==> config.mk <==
export PLATFORM = sky130hd
export DESIGN_NAME = store_array
export DESIGN_NICKNAME = d
export VERILOG_FILES = /design/src/rtl/store_array.sv
export SDC_FILE = /design/constraint.sdc
export NUM_CORES = 1
export LEC_CHECK = 0
export ABC_AREA = 1
export CAP_MARGIN = 20
export CORE_UTILIZATION = 49
export DETAILED_ROUTE_END_ITERATION = 10
export PLACE_DENSITY = 0.83
export REMOVE_ABC_BUFFERS = 1
export SYNTH_ARGS = -nofsm -noshare
export SYNTH_HDL_FRONTEND = slang
export SYNTH_SLANG_ARGS = --single-unit
export TNS_END_PERCENT = 5
==> constraint.sdc <==
create_clock -name clk -period 2.8 [get_ports clk]
set_input_delay 0.28 -clock clk [delete_from_list [all_inputs] [get_ports clk]]
set_output_delay 0.28 -clock clk [all_outputs]
set_load 0.05 [all_outputs]
==> src/rtl/store_array.sv <==
// store_array: ROWS x COLS bit array written one column per beat, with a
// serial readout (scan) FSM that streams the whole array out LSB-first.
// Optional build macro STORE_ARRAY_PARITY_EN adds a per-write parity input
// (wr_par) and a per-column parity error flag vector (col_perr).
module store_array #(
  parameter int unsigned ROWS = 4,
  parameter int unsigned COLS = 4,
  localparam int unsigned CW = $clog2(COLS)
) (
  input  logic                 clk,
  input  logic                 rst,
  input  logic                 clr,
  input  logic                 wr_valid,
  output logic                 wr_ready,
  input  logic [CW-1:0]        wr_col,
  input  logic [ROWS-1:0]      wr_data,
`ifdef STORE_ARRAY_PARITY_EN
  input  logic                 wr_par,
  output logic [COLS-1:0]      col_perr,
`endif
  output logic [ROWS*COLS-1:0] out,
  output logic [COLS-1:0]      col_vld,
  input  logic                 scan_start,
  output logic                 scan_busy,
  output logic                 scan_valid,
  input  logic                 scan_ready,
  output logic                 scan_bit,
  output logic                 scan_last
);

  localparam int unsigned N  = ROWS * COLS;
  localparam int unsigned IW = (N > 1) ? $clog2(N) : 1;
  localparam logic [IW-1:0] LastIdx = IW'(N - 1);

  typedef enum logic [0:0] {StIdle, StShift} state_e;

  state_e              state_q, state_d;
  logic [IW-1:0]       idx_q, idx_d;
  logic [N-1:0]        array_q, array_d;
  logic [COLS-1:0]     col_vld_q, col_vld_d;
`ifdef STORE_ARRAY_PARITY_EN
  logic [COLS-1:0]     col_perr_q, col_perr_d;
`endif

  logic wr_fire;
  logic col_ok;

  // Writes are blocked while scanning so the streamed image stays coherent.
  assign wr_ready = (state_q == StIdle) && !rst && !clr;
  assign wr_fire  = wr_valid && wr_ready;
  // Compare in 32 bits so non-power-of-two COLS can flag out-of-range columns.
  assign col_ok   = 32'(wr_col) < COLS;

  // Next-state: clear has priority, then column write and scan sequencing.
  always_comb begin
    array_d   = array_q;
    col_vld_d = col_vld_q;
    state_d   = state_q;
    idx_d     = idx_q;
`ifdef STORE_ARRAY_PARITY_EN
    col_perr_d = col_perr_q;
`endif
    if (clr) begin
      array_d   = '0;
      col_vld_d = '0;
      state_d   = StIdle;
      idx_d     = '0;
`ifdef STORE_ARRAY_PARITY_EN
      col_perr_d = '0;
`endif
    end else begin
      if (wr_fire && col_ok) begin
        for (int unsigned r = 0; r < ROWS; r++) begin
          array_d[r * COLS + 32'(wr_col)] = wr_data[r];
        end
        col_vld_d[wr_col] = 1'b1;
`ifdef STORE_ARRAY_PARITY_EN
        col_perr_d[wr_col] = (wr_par != ^wr_data);
`endif
      end
      unique case (state_q)
        StIdle: begin
          if (scan_start) begin
            state_d = StShift;
            idx_d   = '0;
          end
        end
        StShift: begin
          if (scan_ready) begin
            if (idx_q == LastIdx) begin
              state_d = StIdle;
              idx_d   = '0;
            end else begin
              idx_d = idx_q + IW'(1);
            end
          end
        end
      endcase
    end
  end

  // State registers with synchronous reset.
  always_ff @(posedge clk) begin
    if (rst) begin
      array_q   <= '0;
      col_vld_q <= '0;
      state_q   <= StIdle;
      idx_q     <= '0;
`ifdef STORE_ARRAY_PARITY_EN
      col_perr_q <= '0;
`endif
    end else begin
      array_q   <= array_d;
      col_vld_q <= col_vld_d;
      state_q   <= state_d;
      idx_q     <= idx_d;
`ifdef STORE_ARRAY_PARITY_EN
      col_perr_q <= col_perr_d;
`endif
    end
  end

  // Scan outputs are forced low outside SHIFT.
  always_comb begin
    scan_busy  = (state_q == StShift);
    scan_valid = scan_busy;
    scan_bit   = scan_busy && array_q[idx_q];
    scan_last  = scan_busy && (idx_q == LastIdx);
  end

  assign out     = array_q;
  assign col_vld = col_vld_q;
`ifdef STORE_ARRAY_PARITY_EN
  assign col_perr = col_perr_q;
`endif

endmodule
## Word level (Yosys, flattened, before mapping)

Index checks and enable logic that the tools add are counted.

| word-level totals | value |
|---|---|
| register bits | 25 |
| input bits | 12 |
| output and inout port bits | 25 |
| logic and storage cells | 62 |

| cells by class | value |
|---|---|
| $add $sub $neg | 4 |
| $lt $le $gt $ge | 11 |
| equality and inequality tests | 3 |
| multiplexer cells | 24 |
| bitwise logic cells | 2 |
| reductions and logical operators | 14 |

Operator list:

| cell | number |
|---|---|
| bitwise mux 16 bit | 4 |
| demux 1 bit (select 4 bit) | 3 |
| two-way mux 4 bit | 3 |
| adder 4 x 2 -> 5 bit (first input constant) | 2 |
| greater-or-equal comparator 5 x 1 -> 1 bit (second input constant) | 2 |
| logical AND 1 bit | 10 |
| < comparator 4 x 5 -> 1 bit (second input constant) | 2 |
| < comparator 5 bit (second input constant) | 2 |
| two-way mux 1 bit | 9 |
| one-hot mux 4 bit (2 select lines) | 1 |
| < comparator 2 x 5 -> 1 bit (second input constant) | 1 |
| adder 3 x 2 -> 4 bit (first input constant) | 1 |
| adder 4 x 1 -> 4 bit (second input constant) | 1 |
| binary-select mux 1 bit (select 4 bit) | 1 |
| demux 1 bit (select 2 bit) | 2 |
| equality test 4 bit (second input constant) | 1 |
| greater-or-equal comparator 2 x 1 -> 1 bit (second input constant) | 2 |
| greater-or-equal comparator 4 x 1 -> 1 bit (second input constant) | 1 |
| inequality test 2 bit (second input constant) | 2 |
| OR 4 bit | 1 |
| < comparator 2 x 3 -> 1 bit (second input constant) | 1 |
| logical NOT 1 bit | 2 |
| one-hot mux 1 bit (2 select lines) | 1 |
| AND reduction 2 bit | 1 |
| other kinds (2) | 2 |

## Logic depth before layout (Yosys ltp)

| logic depth | value |
|---|---|
| word-level depth | 8 |
| gate-level depth with buffers | 8 |

## Worst setup path after synthesis

OpenSTA, ideal clock, no wires.

| path | value |
|---|---|
| kind | flip-flop to output port |
| start | reg array_q[5], in the netlist out[5] |
| end | out scan_bit |
| arrival | 1760 ps |
| required time | 2520 ps |
| slack | 760 ps |
| cell stages (with the launch flop) | 7 |
| buffers on the path | 0 |
| cells stage by stage | dfxtp_1 -> inv_1 -> nand2_1 -> nand3_1 -> nand3_1 -> nand3_1 -> a21oi_1 |

| between the ends | value |
|---|---|
| cells in the longest elaborated chain, start to end | 3 |

Ends and longest elaborated chain:

| item | RTL line | text |
|---|---|---|
| start: declaration | 39 | `logic [N-1:0] array_q, array_d;` |
| start signal: assignment | 113 | `array_q <= array_d;` |
| binary-select mux 1 bit (select 4 bit) | 127 | `scan_bit = scan_busy && array_q[idx_q];` |
| two-way mux 1 bit (not written as such) | 127 |  |
| logical AND 1 bit | 127 |  |
| end: declaration | 27 | `output logic scan_bit,` |

Every way passes these cells. The select of a mux whose other input is x is not followed.

## Final worst setup path

| path | value |
|---|---|
| start | reg idx_q[0] |
| end | out scan_bit |

| between the ends | value |
|---|---|
| cells in the longest elaborated chain, start to end | 3 |

Ends and longest elaborated chain:

| item | RTL line | text |
|---|---|---|
| start: declaration | 38 | `logic [IW-1:0] idx_q, idx_d;` |
| start signal: assignment | 116 | `idx_q <= idx_d;` |
| binary-select mux 1 bit (select 4 bit) | 127 |  |
| two-way mux 1 bit (not written as such) | 127 |  |
| logical AND 1 bit | 127 |  |

Every way passes these cells. The select of a mux whose other input is x is not followed.

==> flow_summary.toml <==
[power]
p_leak_nw = 0.7345
pwr-share-comb_pct = 13.8
p_sw_w = 0.0001609
p_per_area_nw_per_um2 = 367.0
p_clk_share_pct = 26.3
power_frac_seq_pct = 59.8
ir_drop_v = 0.0002644
swShare_pct = 26.51
p_int_w = 0.0004461

[final_layout]
antenna_cells = 0
layout-drive-gt1-share_pct = 8.019
fillers = 170
final_area_sq_um = 1654
area_growth_pct = 33.13
nets = 226

[global_routing]
antenna_found_initial = 0
gr-usage-all-layers_pct = 24.74
grt_pass1_vias = 1131
grt_pass1_wl_microns = 4885
grt_max_degree = 19
overflow = 0

[setup_path]
cp-startpoint = "idx_q[0]$_SDFFE_PP0P_"
r2r_start = "idx_q[0]$_SDFFE_PP0P_"
critPathCapture = "scan_bit"
crit_arrival_ns = 2.30
ff2ff_path_depth = 3
path_max_fanout = 12
worstPathRequired_ns = 2.52
end_kind = "primary output"
r2r_end = "scan_busy$_SDFF_PP0_"
critical_path_class = "register to primary output"
startpoint_type = "register"
r2r_slack_ns = 1.40

[clock_tree]
cts.hold.buffers_added = 0
cts_inserted_buffers = 3
cts_root_buf = "clkbuf_4"
ctsHtreeMaxLevel = 1
cts_sinks = 25
clock_path_buffers = 2
insertion_delay_ns = 0.31
cts_tree = "yes"
clk_pin_slew_ns = 0.13

[timing]
rsz0062_at_grt = "no"
hold_violations = 0
slew_viol_final = 0
finalSetupTns_ns = 0
period_needed_ns = 2.579
max-slew-margin-rel_pct = 64.29
fin_crit_sh_pct = 92.12
fin_skew_ns = 0.001396
fin_ws_ns = 0.2208
setup_violations = 0
fmax_mhz = 387.7
worst_pin_slew_ns = 0.5340

[placement]
place_ws_ns = 0.3674
dp_hpwl_microns = 2310
gp_congestion = 1.004
dpl_cell_area_sq_um = 1629
port_buffers = 36

[logic_synthesis]
yosys-top-cells-area = "dfxtp_1 40%, nor2_1 13%, nand2_1 9.7%"
ys_types = 19
syn_area_per_cell_sq_um = 7.140
synth_edf_count = 0
synthCells = 174
synth_most_common_cell = "nor2_1"
synth_ff_type = "dfxtp_1"
synth_area_sq_um = 1242
yosys_warnings = 0
async_reset_ff_share_pct = 0
synth_seq_area_share_pct = 40.28
synth_top_cell_by_area = "dfxtp_1"
ys_ff_latch = 25
synthTopCellsByCount = "42 x nor2_1, 32 x nand2_1, 25 x dfxtp_1, 18 x o21ai_0, 17 x inv_1"
synth_top_cell_area_share_pct = 40.28

[drt]
wirelength_microns = 3072
wl_per_cell_microns = 12.80
wl_met3_microns = 237
vias = 1259
drc = 0
met2WireLength_microns = 1491
drtAntennaViolNets = 0
wl_met1_microns = 1270
highest_layer = "met4"
avgViaCountPerCell = 5.246
drt_iter0_markers = 40
firstDrtPassIters = 4

[floorplan]
die_w_microns = 52.36
ioPinCount = 37
die_height_microns = 52.36
core_sq_um = 2297
start_util_pct = 54.08
die_area_sq_um = 2741
fp-row-count = 17

[min_path]
hold_path.class = "register to register"

[status]
status = "finished, final reports clean"

[flow_run]
maxCapViolCount = 0
==> power groups by stage <==
stage	clock, W	sequential (W)	combinational, W
detailed placement	0	0.000371	0.0000839
finish	0.000160	0.000363	0.0000839
CTS	0.000162	0.000363	0.0000840
floorplan	0	0.000383	0.0000336
global route	0.000179	0.000364	0.0000896
global placement	0	0.000371	0.0000820
==> logic make-up (layout without fill, tap and decap cells) <==
group           count (synthesis)  in the layout  share of synthesized area (%)
fa+ha+maj                       1              1                          1.007
buf+inv                        26             64                          8.458
compound gates                 25             25                          10.57
flops                          25             25                          40.28
xor+xnor                        1              1                         0.7051
simple gates                   96             96                          38.97
==> critical path: stages, from the launching register on <==
cell,delay (ns)
dfxtp_1,0.57
clkinv_1,0.30
nand2_1,0.15
nand3_1,0.08
nand3_1,0.11
nand3_1,0.08
a21oi_1,0.14
dlygate4sd2_1,0.54
==> timing repair <==
action / 4_1_cts / 5_1_grt
endpoints found under the hold margin: 0 / 0
buffers inserted: 0 / 0
gates resized for setup: 1 / 0
setup endpoints to repair: 1 / 0
==> cell usage in the layout, fill, tap and decap left out, types with 3 or more instances in the layout <==
master and instances:
inv_1 17, nor2_1 42, inv_2 4, clkbuf_4 3
dfxtp_1 25, a21oi_1 6, clkdlybuf4s50_1 35, o21ai_0 18
nor2_8 5, nand2_1 32, nand3_1 15
==> sequential cells by signal (all words and copies together), names as in the netlist <==
| register | count |
|---|---|
| col_vld | 4 |
| idx_q | 4 |
| out | 16 |
| scan_busy | 1 |
==> how the worst min path moves through the flow <==
stage	end	cells past startpoint	slack [ns]	start
floorplan	out[0]$_SDFFE_PP0P_	2	0.41	wr_data[0]
global placement	col_vld[3]$_SDFFE_PP0P_	2	0.46	col_vld[3]$_SDFFE_PP0P_
detailed placement	col_vld[2]$_SDFFE_PP0P_	2	0.46	col_vld[2]$_SDFFE_PP0P_
CTS	col_vld[3]$_SDFFE_PP0P_	2	0.50	col_vld[3]$_SDFFE_PP0P_
global route	col_vld[3]$_SDFFE_PP0P_	2	0.53	col_vld[3]$_SDFFE_PP0P_
finish	col_vld[3]$_SDFFE_PP0P_	2	0.50	col_vld[3]$_SDFFE_PP0P_
==> through the flow <==
| stage | instances | power (W) | hold slack [ns] | util [%] |
|---|---|---|---|---|
| floorplan | 171 | 0.0004163 | 0.4149 | - |
| global placement | 236 | 0.0004526 | 0.4569 | 70.91 |
| detailed placement | 236 | 0.0004548 | 0.4630 | 70.91 |
| CTS | 240 | 0.0006086 | 0.4987 | 72.00 |
| global route | 240 | 0.0006321 | 0.5261 | 72.00 |
| finish | 240 | 0.0006070 | 0.4977 | 72.00 |
==> area by class of cell <==
type	count	area [sq um]	area share, %
inverters	23	88.84	5.371
flip-flops and latches	25	500.5	30.26
repair buffers	37	366.6	22.16
clock buffers	4	26.28	1.588
multi-input cells	123	636.9	38.50
well taps	28	35.03	2.118
==> routing by layer <==
| layer | global-route usage [%] | vias to the layer above |
|---|---|---|
| li1 | - | 621 |
| met1 | 28.17 | 563 |
| met2 | 44.94 | 66 |
| met3 | 2.899 | 9 |
| met4 | 11.84 | 0 |
| met5 | 0 | - |
No activity file was read; power rests on OpenSTA's default activity.
